$ cat src/rtl/multicycle_sequencer.sv
// Multi-cycle sequencer: steps one shared datapath through fetch/decode/exec/mem/writeback,
// owning pc and ir. Strobes are Moore decodes of state and ir; memory waits are bounded by MAX_WAIT.
module multicycle_sequencer #(
   parameter int              PC_W       = 10,
   parameter int              IW         = 9,
   parameter logic [IW-1:0]   HALT_INSTR = 9'h1FF,
   parameter int              MAX_WAIT   = 15,
   parameter int              CNT_W      = 16
) (
   input  logic             clk,
   input  logic             reset,
   input  logic             start,
   input  logic [IW-1:0]    instr,
   input  logic             branch_taken,
   input  logic [PC_W-1:0]  branch_target,
   input  logic             mem_ready,
   output logic [PC_W-1:0]  pc,
   output logic [IW-1:0]    ir,
   output logic             alu_en,
   output logic             mem_req,
   output logic             mem_we,
   output logic             reg_we,
   output logic             done,
   output logic             err,
   output logic [2:0]       state,
   output logic [CNT_W-1:0] cycle_count
);
   localparam int                WAIT_W    = $clog2(MAX_WAIT + 1);
   localparam logic [WAIT_W-1:0] WAIT_LAST = WAIT_W'(MAX_WAIT - 1);
   localparam logic [2:0]        OP_BEQ    = 3'b001;
   localparam logic [2:0]        OP_SB     = 3'b010;
   localparam logic [2:0]        OP_LBU    = 3'b011;

   typedef enum logic [2:0] {
      S_IDLE   = 3'd0,
      S_FETCH  = 3'd1,
      S_DECODE = 3'd2,
      S_EXEC   = 3'd3,
      S_MEM    = 3'd4,
      S_WB     = 3'd5,
      S_HALT   = 3'd6
   } state_t;

   state_t            state_q;
   logic [PC_W-1:0]   pc_q, pc_d;
   logic [IW-1:0]     ir_q;
   logic              done_q, err_q;
   logic [CNT_W-1:0]  cnt_q, cnt_d;
   logic [WAIT_W-1:0] wait_q;
   logic [2:0]        op;
   logic              cnt_active;

   assign op         = ir_q[IW-1 -: 3];
   assign pc_d       = pc_q + 1'b1;
   assign cnt_d      = (&cnt_q) ? cnt_q : cnt_q + 1'b1;
   assign cnt_active = (state_q >= S_FETCH) && (state_q <= S_WB);

   always_ff @(posedge clk) begin
      if (reset) begin
         state_q <= S_IDLE;
         pc_q    <= '0;
         ir_q    <= '0;
         done_q  <= 1'b0;
         err_q   <= 1'b0;
         cnt_q   <= '0;
         wait_q  <= '0;
      end else begin
         if (cnt_active) cnt_q <= cnt_d;
         case (state_q)
            S_IDLE: begin
               pc_q   <= '0;
               cnt_q  <= '0;
               done_q <= 1'b0;
               err_q  <= 1'b0;
               if (start) state_q <= S_FETCH;
            end
            S_FETCH: begin
               ir_q    <= instr;
               state_q <= S_DECODE;
            end
            S_DECODE: begin
               if (ir_q == HALT_INSTR) begin
                  done_q  <= 1'b1;
                  state_q <= S_HALT;
               end else begin
                  state_q <= S_EXEC;
               end
            end
            S_EXEC: begin
               case (op)
                  OP_BEQ: begin
                     pc_q    <= branch_taken ? branch_target : pc_d;
                     state_q <= S_FETCH;
                  end
                  OP_SB, OP_LBU: begin
                     wait_q  <= '0;
                     state_q <= S_MEM;
                  end
                  default: state_q <= S_WB;
               endcase
            end
            S_MEM: begin
               // a late mem_ready on the final allowed cycle still completes the access
               if (mem_ready) begin
                  if (op == OP_SB) begin
                     pc_q    <= pc_d;
                     state_q <= S_FETCH;
                  end else begin
                     state_q <= S_WB;
                  end
               end else if (wait_q == WAIT_LAST) begin
                  err_q   <= 1'b1;
                  done_q  <= 1'b1;
                  state_q <= S_HALT;
               end else begin
                  wait_q <= wait_q + 1'b1;
               end
            end
            S_WB: begin
               pc_q    <= pc_d;
               state_q <= S_FETCH;
            end
            S_HALT: begin
               if (start) begin
                  pc_q    <= '0;
                  cnt_q   <= '0;
                  done_q  <= 1'b0;
                  err_q   <= 1'b0;
                  state_q <= S_FETCH;
               end
            end
            default: state_q <= S_IDLE;
         endcase
      end
   end

   assign alu_en      = (state_q == S_EXEC);
   assign mem_req     = (state_q == S_MEM);
   assign mem_we      = (state_q == S_MEM) && (op == OP_SB);
   assign reg_we      = (state_q == S_WB);
   assign pc          = pc_q;
   assign ir          = ir_q;
   assign done        = done_q;
   assign err         = err_q;
   assign state       = state_q;
   assign cycle_count = cnt_q;
endmodule

$ cat config.mk
export PLATFORM = sky130hd
export DESIGN_NAME = multicycle_sequencer
export DESIGN_NICKNAME = d
export VERILOG_FILES = /design/src/rtl/multicycle_sequencer.sv
export SDC_FILE = /design/constraint.sdc
export NUM_CORES = 1
export LEC_CHECK = 0
export BUFFER_PORTS_ARGS = -buffer_cell sky130_fd_sc_hd__buf_2
export CAP_MARGIN = 20
export CORE_MARGIN = 4
export CORE_UTILIZATION = 55
export CTS_BUF_LIST = sky130_fd_sc_hd__clkbuf_2
export CTS_CLUSTER_DIAMETER = 50
export DETAILED_ROUTE_END_ITERATION = 6
export PLACE_DENSITY_LB_ADDON = 0.3
export SLEW_MARGIN = 10
export SYNTH_ARGS = -nofsm -noshare
export SYNTH_HDL_FRONTEND = slang
export SYNTH_SLANG_ARGS = --single-unit
$ cat constraint.sdc
create_clock -name clk -period 2.6 [get_ports clk]
set_input_delay 0.26 -clock clk [delete_from_list [all_inputs] [get_ports clk]]
set_output_delay 0.26 -clock clk [all_outputs]
set_load 0.02 [all_outputs]
==> flow_summary.ini <==
[clock_network]
post-cts-setup-buffers = 0
cts-root-to-sink-buffers = 2
cts_tree = yes
cts-buffers-inserted = 5
clkLatencyLatePin_ns = 0.43
cts_num_sinks = 44
htree_num_levels = 2
ctsRootBufferMaster = sky130_fd_sc_hd__clkbuf_2
cts.reportedPaths.clkPinSlew_ns = 0.22
cts_resized = 0

[logic_synthesis]
synth_area_per_cell_um2 = 7.87
post_synth_num_cell_types = 59
synth.cell_area_um2 = 2550
ys.warnings.count = 0
yosys_most_used_dff = sky130_fd_sc_hd__dfxtp_1
ys_seq_elements = 44
netlist_instances = 324
syn-num-nets = 352
synth.yosys.seq_area_share_pct = 34.6
synth-edff-count = 0
synthArstFlopShare_pct = 0

[die]
initial_core_util_pct = 57.7
chipWidth_um = 76.1
fp.coreArea_um2 = 4410
die_h_um = 76.1
dieArea_um2 = 5790
top_level_ports = 68
core.rowCount = 24

[sta]
hold_violations = 0
timing.fmax_mhz = 448
drv_slew = 0
slew-limit-headroom_pct = 54.6
final.period_utilization_pct = 85.8
final_clock_skew_ns = 0.0110
setup_ws_ns = 0.369
finalSetupViolCount = 0
setup_total_negative_slack_ns = 0
grt_setup_unrepaired = false
post-route-min-period_ns = 2.23
max_slew.worst_pin.slew_ns = 0.679

[worst_setup_path]
critPathArrivalTime_ns = 1.97
critPathRequiredTime_ns = 2.34
timing.critical_path.fanout_max = 14
critical_path.endpoint_type = output pin
startpoint_type = flip-flop
timing_worst_setup_path_type = reg2out
reg2regPathDepth = 4

[placed_design]
hpwl_um = 4890
worst_case_setup_slack_after_placement_ns = 0.631
numPortBuffers = 67
gpl.final_weighted_congestion = 0.902

[finish]
nNetsFinal = 418
final_core_util_pct = 67.7
diodes_inserted = 0
area_growth_syn_to_layout_pct = 17.3
drive_gt1_share_pct = 22.8
most-common-layout-cells = sky130_fd_sc_hd__buf_2 (67), sky130_fd_sc_hd__dfxtp_1 (44), sky130_fd_sc_hd__nand2_1 (36), sky130_fd_sc_hd__a21oi_1 (32), sky130_fd_sc_hd__inv_1 (17)
layout_commonest_cell = sky130_fd_sc_hd__buf_2

[drt]
average_wire_per_cell_in_the_routed_design_um = 15.3
highest-signal-layer = met4
postRouteWirelength_um = 6760
routed-wl-met3_um = 531
num_vias = 2795
detail_route.vias_per_cell = 6.31
drt_drc_violations_left = 0
met2WireLength_um = 3140
ant_nets = 0
drt_first_iter_violations = 141
drtPass1Iterations = 5
met1_length_um = 2960

[pwr]
power_density_nw_per_um2 = 607
power.leakage_nw = 1.13
max-vdd-ir-drop_mv = 0.438

[global_route]
grt_start_max_net_pins = 34
grt_overflow_total = 0
grt_antenna_before_repair = 0
vias_in_the_first_global_route = 2657
grtUsageTotal_pct = 23.6
first_pass_grt_wire_length_um = 11800

[job]
timing.max_cap.violations = 0

[run_status]
outcome = finished, final reports clean

[worst_hold_path]
hold_depth = 3
timing.hold.worst.class = in2reg
-- power breakdown --
part           switching [mW]  leakage [nW]  total, mW  internal (mW)
Combinational           0.453         0.745      0.704          0.251
Clock                   0.224        0.0306      0.296         0.0718
Sequential             0.0746         0.357      0.815          0.740
Total                   0.752          1.13       1.81           1.06
-- cells by family after synthesis --
| kind of cell | after synthesis | share of synthesized area [%] |
|---|---|---|
| buffers and inverters | 33 | 5.11 |
| DFF | 44 | 34.6 |
| and+or+nand+nor | 143 | 31.5 |
| adders and majority gates | 4 | 1.96 |
| muxes | 3 | 1.23 |
| AOI/OAI and AO/OA | 97 | 25.7 |
-- cell usage after synthesis (4+ instances only) --
cell | number | area share [%]
sky130_fd_sc_hd__ha_1 | 4 | 2.0
sky130_fd_sc_hd__buf_2 | 4 | 0.79
sky130_fd_sc_hd__inv_1 | 17 | 2.5
sky130_fd_sc_hd__nor2_1 | 12 | 1.8
sky130_fd_sc_hd__nand2b_1 | 10 | 2.5
sky130_fd_sc_hd__nor4_1 | 15 | 3.7
sky130_fd_sc_hd__a31oi_1 | 6 | 1.5
sky130_fd_sc_hd__o32ai_1 | 4 | 1.4
sky130_fd_sc_hd__nor3_1 | 9 | 1.8
sky130_fd_sc_hd__nand2_1 | 36 | 5.3
sky130_fd_sc_hd__clkbuf_1 | 10 | 1.5
sky130_fd_sc_hd__nand4_1 | 9 | 2.2
sky130_fd_sc_hd__nand3_1 | 14 | 2.7
sky130_fd_sc_hd__dfxtp_1 | 44 | 35
sky130_fd_sc_hd__o31ai_1 | 7 | 2.1
sky130_fd_sc_hd__or4_1 | 9 | 2.7
sky130_fd_sc_hd__o21ai_0 | 10 | 2.0
sky130_fd_sc_hd__a311oi_1 | 5 | 1.7
sky130_fd_sc_hd__or3_1 | 4 | 0.98
sky130_fd_sc_hd__a21oi_1 | 32 | 6.3
sky130_fd_sc_hd__a32oi_1 | 5 | 1.7
-- state kept, by name, summed over array words and instances (netlist names) --
signal	count
pc	10
ir	9
state	3
done	1
cycle_count	16
wait_q	4
err	1
-- layer usage --
metal  vias up  GRT usage, %
li1       1387             -
met2        98          38.7
met5         -             0
met1      1296          29.1
met3        14          6.62
met4         0          9.09
-- area by class of cell --
class,count,area [um2]
clock buffers,7,35.0
clock inverters,1,3.75
fillers,392,1420
inverters,17,63.8
multi-input cells,247,1540
flip-flops and latches,44,881
well taps,52,65.1
repair buffers,75,398
-- critical path: stages, from the launching register on --
cell and delay, ns:
sky130_fd_sc_hd__dfxtp_1 0.43, sky130_fd_sc_hd__buf_4 0.21, sky130_fd_sc_hd__or3b_1 0.50, sky130_fd_sc_hd__nor4_1 0.20, sky130_fd_sc_hd__buf_2 0.21
-- stage by stage --
step,std cells,total power [mW],area (um2),hold WS (ns)
CTS,442,1.81,2980,0.0170
floorplan,324,1.32,2550,0.396
finish,443,1.81,2990,0.0289
global route,443,1.94,2990,0.0102
detailed placement,434,1.52,2940,0.464
global placement,434,1.51,2940,0.458
-- repair_timing --
item,in CTS,in global routing
hold buffers,0,1
setup endpoints to repair,0,0
hold endpoints to repair,0,1
-- final timing paths --
kind,from,endpoint,slack [ns]
setup / recovery,state[2]$_SDFFE_PP0P_,mem_we,0.37
hold / removal,instr[2],ir[2]$_SDFFE_PP0N_,0.03
hold reg to reg,ir[3]$_SDFFE_PP0N_,ir[3]$_SDFFE_PP0N_,0.49
setup reg to reg,state[0]$_SDFFE_PP0P_,cycle_count[9]$_SDFF_PP0_,0.57
Power figures use the tool's default switching activity.
